## config.mk

```make
export PLATFORM = sky130hd
export DESIGN_NAME = sensor_threshold_conditioner
export DESIGN_NICKNAME = d
export VERILOG_FILES = /design/src/rtl/sensor_threshold_conditioner.sv
export SDC_FILE = /design/constraint.sdc
export NUM_CORES = 1
export LEC_CHECK = 0
export ABC_AREA = 1
export CAP_MARGIN = 5
export CORE_MARGIN = 5
export CORE_UTILIZATION = 35
export CTS_BUF_LIST = sky130_fd_sc_hd__clkbuf_4
export DETAILED_ROUTE_END_ITERATION = 8
export PLACE_DENSITY = 0.56
export SLEW_MARGIN = 20
export SYNTH_ARGS = -nofsm -noshare
export SYNTH_HDL_FRONTEND = slang
export SYNTH_SLANG_ARGS = --single-unit
```

## constraint.sdc

```tcl
create_clock -name clk -period 4 [get_ports clk]
set_input_delay 1.2 -clock clk [delete_from_list [all_inputs] [get_ports clk]]
set_output_delay 1.2 -clock clk [all_outputs]
set_load 0.005 [all_outputs]
```

## src/rtl/sensor_threshold_conditioner.sv

```systemverilog
// rtl/sensor_threshold_conditioner.sv - two-channel hysteresis/persistence conditioner for sensor thresholds
//
// Purpose:
//   Turns two 8-bit sensor streams (channels A and B) into clean logic levels.
//   A channel switches high after PERSIST consecutive valid samples >= TH_HI.
//   It switches low after PERSIST consecutive valid samples < TH_LO.
//   Samples inside the band [TH_LO, TH_HI) qualify in neither direction.
//
// Ports:
//   clk           - single clock, all state updates on the rising edge
//   rst_n         - asynchronous active-low reset
//   sync_clr      - synchronous clear of both channels, wins over sample_valid
//   sample_valid  - sample_a/sample_b carry a valid reading this cycle
//   sample_a/b    - unsigned 8-bit sensor readings
//   in_A/in_B     - registered conditioned levels (HIGH or FALL_PEND -> 1)
//   changed       - one-cycle pulse in the cycle after in_A or in_B toggles
//   toggles_a/b   - saturating transition counters (only with the macro below)
//
// Optional feature:
//   SENSOR_COND_TOGGLE_CNT_EN - adds toggles_a/toggles_b outputs and counters.

module sensor_threshold_conditioner #(
  parameter logic [7:0]  TH_HI   = 8'd160,
  parameter logic [7:0]  TH_LO   = 8'd96,
  parameter int unsigned PERSIST = 4
) (
  input  logic       clk,
  input  logic       rst_n,
  input  logic       sync_clr,
  input  logic       sample_valid,
  input  logic [7:0] sample_a,
  input  logic [7:0] sample_b,
  output logic       in_A,
  output logic       in_B,
`ifdef SENSOR_COND_TOGGLE_CNT_EN
  output logic [7:0] toggles_a,
  output logic [7:0] toggles_b,
`endif
  output logic       changed
);

  // Illegal configurations are rejected while the design is elaborated.
  if (TH_LO >= TH_HI) begin : g_bad_thresholds
    $error("sensor_threshold_conditioner: TH_LO must be below TH_HI");
  end
  if ((PERSIST < 1) || (PERSIST > 15)) begin : g_bad_persist
    $error("sensor_threshold_conditioner: PERSIST must be in 1..15");
  end

  localparam logic [3:0] PERSIST_C = 4'(PERSIST);

  typedef enum logic [1:0] {
    ST_LOW       = 2'd0,
    ST_RISE_PEND = 2'd1,
    ST_HIGH      = 2'd2,
    ST_FALL_PEND = 2'd3
  } state_e;

  typedef struct packed {
    state_e     st;
    logic [3:0] cnt;
  } chan_t;

  // One channel's next state. Both channels share this so they stay identical.
  // The count only ever counts up to PERSIST and is zeroed on entry to a stable
  // state, so it cannot wrap.
  function automatic chan_t chan_next(input chan_t cur, input logic valid,
                                      input logic hi_qual, input logic lo_qual);
    chan_t nxt;
    nxt = cur;
    if (valid) begin
      case (cur.st)
        ST_LOW: begin
          if (hi_qual) begin
            if (PERSIST_C == 4'd1) begin
              nxt.st  = ST_HIGH;
              nxt.cnt = 4'd0;
            end else begin
              nxt.st  = ST_RISE_PEND;
              nxt.cnt = 4'd1;
            end
          end else begin
            nxt.cnt = 4'd0;
          end
        end
        ST_RISE_PEND: begin
          if (hi_qual) begin
            if ((cur.cnt + 4'd1) == PERSIST_C) begin
              nxt.st  = ST_HIGH;
              nxt.cnt = 4'd0;
            end else begin
              nxt.cnt = cur.cnt + 4'd1;
            end
          end else begin
            nxt.st  = ST_LOW;
            nxt.cnt = 4'd0;
          end
        end
        ST_HIGH: begin
          if (lo_qual) begin
            if (PERSIST_C == 4'd1) begin
              nxt.st  = ST_LOW;
              nxt.cnt = 4'd0;
            end else begin
              nxt.st  = ST_FALL_PEND;
              nxt.cnt = 4'd1;
            end
          end else begin
            nxt.cnt = 4'd0;
          end
        end
        ST_FALL_PEND: begin
          if (lo_qual) begin
            if ((cur.cnt + 4'd1) == PERSIST_C) begin
              nxt.st  = ST_LOW;
              nxt.cnt = 4'd0;
            end else begin
              nxt.cnt = cur.cnt + 4'd1;
            end
          end else begin
            nxt.st  = ST_HIGH;
            nxt.cnt = 4'd0;
          end
        end
        default: begin
          nxt.st  = ST_LOW;
          nxt.cnt = 4'd0;
        end
      endcase
    end
    return nxt;
  endfunction

  function automatic logic level_of(input state_e st);
    return (st == ST_HIGH) || (st == ST_FALL_PEND);
  endfunction

  chan_t ch_a_q, ch_a_d;
  chan_t ch_b_q, ch_b_d;
  logic  in_a_q, in_a_d;
  logic  in_b_q, in_b_d;
  // Copies of the level registers one cycle later; changed compares against
  // these so it lands in the cycle after the level register moved.
  logic  in_a_prev_q, in_b_prev_q;
  logic  changed_q, changed_d;

  always_comb begin
    ch_a_d    = chan_next(ch_a_q, sample_valid, sample_a >= TH_HI, sample_a < TH_LO);
    ch_b_d    = chan_next(ch_b_q, sample_valid, sample_b >= TH_HI, sample_b < TH_LO);
    in_a_d    = level_of(ch_a_d.st);
    in_b_d    = level_of(ch_b_d.st);
    // A simultaneous toggle on both channels still gives one pulse.
    changed_d = (in_a_q != in_a_prev_q) || (in_b_q != in_b_prev_q);
  end

  always_ff @(posedge clk or negedge rst_n) begin
    if (!rst_n) begin
      ch_a_q      <= '{st: ST_LOW, cnt: 4'd0};
      ch_b_q      <= '{st: ST_LOW, cnt: 4'd0};
      in_a_q      <= 1'b0;
      in_b_q      <= 1'b0;
      in_a_prev_q <= 1'b0;
      in_b_prev_q <= 1'b0;
      changed_q   <= 1'b0;
    end else if (sync_clr) begin
      // The history registers are cleared too, so a clear from a high level
      // does not produce a changed pulse afterwards.
      ch_a_q      <= '{st: ST_LOW, cnt: 4'd0};
      ch_b_q      <= '{st: ST_LOW, cnt: 4'd0};
      in_a_q      <= 1'b0;
      in_b_q      <= 1'b0;
      in_a_prev_q <= 1'b0;
      in_b_prev_q <= 1'b0;
      changed_q   <= 1'b0;
    end else begin
      ch_a_q      <= ch_a_d;
      ch_b_q      <= ch_b_d;
      in_a_q      <= in_a_d;
      in_b_q      <= in_b_d;
      in_a_prev_q <= in_a_q;
      in_b_prev_q <= in_b_q;
      changed_q   <= changed_d;
    end
  end

  assign in_A    = in_a_q;
  assign in_B    = in_b_q;
  assign changed = changed_q;

`ifdef SENSOR_COND_TOGGLE_CNT_EN
  logic [7:0] tog_a_q, tog_a_d;
  logic [7:0] tog_b_q, tog_b_d;

  // Count on the edge where the level register itself changes; hold at 255.
  always_comb begin
    tog_a_d = tog_a_q;
    tog_b_d = tog_b_q;
    if ((in_a_d != in_a_q) && (tog_a_q != 8'hFF)) begin
      tog_a_d = tog_a_q + 8'd1;
    end
    if ((in_b_d != in_b_q) && (tog_b_q != 8'hFF)) begin
      tog_b_d = tog_b_q + 8'd1;
    end
  end

  always_ff @(posedge clk or negedge rst_n) begin
    if (!rst_n) begin
      tog_a_q <= 8'd0;
      tog_b_q <= 8'd0;
    end else if (sync_clr) begin
      tog_a_q <= 8'd0;
      tog_b_q <= 8'd0;
    end else begin
      tog_a_q <= tog_a_d;
      tog_b_q <= tog_b_d;
    end
  end

  assign toggles_a = tog_a_q;
  assign toggles_b = tog_b_q;
`endif

endmodule

```

==> run_summary.xml <==
<?xml version="1.0" encoding="UTF-8"?>
<metrics>
  <group name="floorplanning">
    <metric name="die_w" unit="um">65.2</metric>
    <metric name="design.die.area" unit="um^2">4250</metric>
    <metric name="core_area" unit="um^2">2980</metric>
    <metric name="floorplan.initialDensity" unit="%">35.8</metric>
    <metric name="core.rowCount" unit="">20</metric>
    <metric name="io_pins" unit="">23</metric>
    <metric name="die_h" unit="um">65.2</metric>
  </group>
  <group name="global_route">
    <metric name="global_route.usage.met2" unit="%">17.2</metric>
    <metric name="grt-busiest-layer" unit="">met2</metric>
    <metric name="number_of_antenna_violations_at_the_first_check_in_global_routing" unit="">0</metric>
    <metric name="global_route.usage.met3" unit="%">3.25</metric>
    <metric name="grt_max_degree" unit="">18</metric>
    <metric name="vias_in_the_first_global_route" unit="">844</metric>
    <metric name="grtUsageTotal" unit="%">10.5</metric>
    <metric name="first_pass_grt_wire_length" unit="mm">3.57</metric>
    <metric name="grt.met1_usage" unit="%">13.6</metric>
    <metric name="grt-ovfl-total" unit="">0</metric>
  </group>
  <group name="synthesis">
    <metric name="syn_area_per_cell" unit="um^2">7.46</metric>
    <metric name="synth-compound-area-share" unit="%">12.4</metric>
    <metric name="synthSimpleGateAreaFrac" unit="%">32.6</metric>
    <metric name="muxShareOfSynthArea" unit="%">0</metric>
    <metric name="dominant_combinational_cell_family_by_area_after_synthesis" unit="">simple AND/OR/NAND/NOR gates</metric>
    <metric name="post_synth_xor_area_fraction" unit="%">1.64</metric>
    <metric name="yosys_register_bits" unit="">17</metric>
    <metric name="synth.yosys.warnings" unit="">0</metric>
    <metric name="syn_inst" unit="">143</metric>
    <metric name="synth_sequential_area_ratio" unit="%">39.9</metric>
    <metric name="synthAdderAreaFrac" unit="%">4.69</metric>
    <metric name="synth_cell_type_count" unit="">21</metric>
    <metric name="synthesis.area" unit="um^2">1070</metric>
    <metric name="postSynthNetCount" unit="">167</metric>
  </group>
  <group name="setup_path">
    <metric name="bufs_and_invs_on_worst_path" unit="">1</metric>
    <metric name="startpoint_type_of_the_worst_setup_path" unit="">register</metric>
    <metric name="crit_path_max_fanout" unit="">3</metric>
    <metric name="timing.critical_path.required" unit="ns">2.80</metric>
    <metric name="max_stage_delay" unit="ns">0.52</metric>
    <metric name="worstPathCellList" unit="">clkdlybuf4s50_1</metric>
    <metric name="crit_type" unit="">reg -&gt; out</metric>
    <metric name="cp-end-kind" unit="">output pin</metric>
    <metric name="worst_path_max_delay_cell" unit="">clkdlybuf4s50_1</metric>
    <metric name="timing.critical_path.arrival" unit="ns">1.21</metric>
    <metric name="worst_path_dominant_cell_family" unit="">buffers and inverters</metric>
  </group>
  <group name="sta">
    <metric name="hold_viol_final" unit="">0</metric>
    <metric name="setup_viol_count_final" unit="">0</metric>
    <metric name="timing_max_transition_violations_final" unit="">0</metric>
    <metric name="worst_clock_skew" unit="ns">0.00626</metric>
    <metric name="slew-limit-headroom" unit="%">50.0</metric>
    <metric name="worst_margin_pin_slew" unit="ns">0.748</metric>
    <metric name="maxClockFrequency" unit="GHz">0.415</metric>
    <metric name="layout_worst_path_cycle_share" unit="%">60.2</metric>
    <metric name="grt_setup_unrepaired" unit="">no</metric>
    <metric name="finalCriticalPeriod" unit="ns">2.41</metric>
    <metric name="setup_total_neg_slack" unit="ns">0</metric>
  </group>
  <group name="routing">
    <metric name="drtAntennaViolNets" unit="">0</metric>
    <metric name="detailedRoute.firstPassIterationCount" unit="">4</metric>
    <metric name="totalWireLength" unit="mm">2.02</metric>
    <metric name="drc" unit="">0</metric>
    <metric name="drt_first_iter_violations" unit="">26</metric>
    <metric name="num_vias" unit="">917</metric>
    <metric name="wl_per_cell" unit="um">10.6</metric>
    <metric name="vias_per_cell" unit="">4.80</metric>
  </group>
  <group name="clock_tree">
    <metric name="cts_tree" unit="">done</metric>
    <metric name="tritoncts.num_buffers" unit="">3</metric>
    <metric name="clk_pin_slew" unit="ns">0.10</metric>
    <metric name="cts-root-buf" unit="">clkbuf_4</metric>
    <metric name="hold_buffers_post_cts" unit="">0</metric>
    <metric name="number_of_gates_resized_after_cts" unit="">0</metric>
    <metric name="post_cts_setup_driven_buffer_insertion_count" unit="">0</metric>
    <metric name="clock_tree.buffer_depth" unit="">2</metric>
    <metric name="worst_skew_pair.late_latency" unit="ns">0.29</metric>
    <metric name="clock_tree.htree_level_count" unit="">1</metric>
    <metric name="clock_sink_count" unit="">17</metric>
  </group>
  <group name="place">
    <metric name="routabilityCongestion" unit="">0.781</metric>
    <metric name="placedCellCount" unit="">187</metric>
    <metric name="buffer_ports.inserted" unit="">12</metric>
    <metric name="half_perimeter_wire_length_after_placement" unit="mm">1.62</metric>
  </group>
  <group name="finish">
    <metric name="synthToLayoutAreaGrowth" unit="%">17.0</metric>
    <metric name="ratio_of_cells_with_drive_above_1_in_the_final_layout" unit="%">15.8</metric>
    <metric name="layout.nets" unit="">183</metric>
    <metric name="antenna_cells_inserted" unit="">0</metric>
    <metric name="final_cell_count_no_fill" unit="">191</metric>
  </group>
  <group name="power">
    <metric name="pwr_density_cell" unit="nW/um^2">275</metric>
    <metric name="leakagePower" unit="nW">0.571</metric>
    <metric name="peak_supply_drop" unit="mV">0.148</metric>
  </group>
  <group name="run_status">
    <metric name="status" unit="">finished clean</metric>
  </group>
  <group name="min_path">
    <metric name="min_path_type" unit="">reg -&gt; reg</metric>
  </group>
  <group name="flow_run">
    <metric name="cap_violations" unit="">0</metric>
  </group>
</metrics>
## layer usage
metal	share of wire, %	routed length (um)	up-vias
met5	0	0	-
met4	0.44	9	0
met3	4.9	99	2
met2	47	948	18
met1	48	965	406
li1	-	-	491
## worst paths after layout
path | start | end | slack, ns | depth (start not counted)
max reg2reg | ch_b_q[0] | ch_b_q[4] | 2.56 | 9
max in group asynchronous | rst_n | ch_a_q[4] | 2.19 | 1
min | in_B | in_b_prev_q | 0.53 | 2
min in group asynchronous | rst_n | ch_b_q[3] | 1.34 | 1
min reg2reg | in_B | in_b_prev_q | 0.53 | 2
max | in_A | in_A | 1.59 | 1
## area by class of cell
cell class | instances | area (um^2)
multi-input combinational | 102 | 548
clock inverter | 1 | 5.00
sequential | 17 | 425
timing repair buffer | 12 | 120
tap | 33 | 41.3
fill | 292 | 1730
clock buffer | 3 | 22.5
inverter | 23 | 86.3
## cell usage in the layout, fill, tap and decap left out, types with 3 or more instances in the layout
cell type	instances
nand2_1	31
dfrtp_1	17
nor2_2	3
nand4_1	3
ha_1	4
nor2_1	12
o22ai_1	3
clkbuf_4	3
nand2_2	8
inv_1	19
a21oi_1	5
inv_2	4
clkdlybuf4s50_1	12
o21ai_0	3
nand3_1	13
o21ai_1	7
## synth_stat cells
cell type | instances | share of area [%]
o21ai_2 | 1 | 0.82
xnor2_1 | 2 | 1.6
inv_2 | 4 | 1.4
o21ai_0 | 3 | 1.4
inv_1 | 19 | 6.7
o21ai_1 | 7 | 3.3
nor2_4 | 2 | 2.1
nor2_2 | 3 | 1.8
a21oi_2 | 2 | 1.6
buf_4 | 1 | 0.70
nand4_1 | 3 | 1.8
dfrtp_1 | 17 | 40
nor2_1 | 12 | 4.2
a21oi_1 | 5 | 2.3
a31oi_1 | 2 | 1.2
ha_1 | 4 | 4.7
nand2_1 | 31 | 11
nand3_1 | 13 | 6.1
nand2_4 | 1 | 1.1
nand2_2 | 8 | 4.7
o22ai_1 | 3 | 1.8
## sequential cells by signal, summed over array words and instances, names as in the netlist
signal,count
ch_b_q,6
changed,1
in_A,1
in_b_prev_q,1
ch_a_q,6
in_B,1
in_a_prev_q,1
## logic make-up (layout without fill, tap and decap cells)
logic type,after synthesis,after routing
AND/OR/NAND/NOR,73,73
buffers and inverters,24,39
AO/OA/AOI/OAI,23,23
flip-flops,17,17
adder cells (fa/ha/maj),4,4
XOR/XNOR,2,2
## report_power, final
group | total [W] | internal, W | leakage (nW) | switching, W
logic | 0.0000609 | 0.0000281 | 0.324 | 0.0000329
registers | 0.000191 | 0.000181 | 0.230 | 0.0000101
clock network | 0.0000916 | 0.0000372 | 0.0177 | 0.0000544
total | 0.000343 | 0.000246 | 0.571 | 0.0000974
## through the flow
step           hold WS, ns  setup slack [ns]  utilization (%)  cell area (um^2)  total power, W
2_1_floorplan        0.493              2.11                -              1070        0.000229
3_3_place_gp         0.519              1.44             41.0              1220        0.000255
3_5_place_dp         0.530              1.44             41.0              1220        0.000256
4_1_cts              0.541              1.56             41.9              1250        0.000351
5_1_grt              0.554              1.52             41.9              1250        0.000367
6_report             0.530              1.59             41.9              1250        0.000343
No activity file was read; power rests on OpenSTA's default activity.
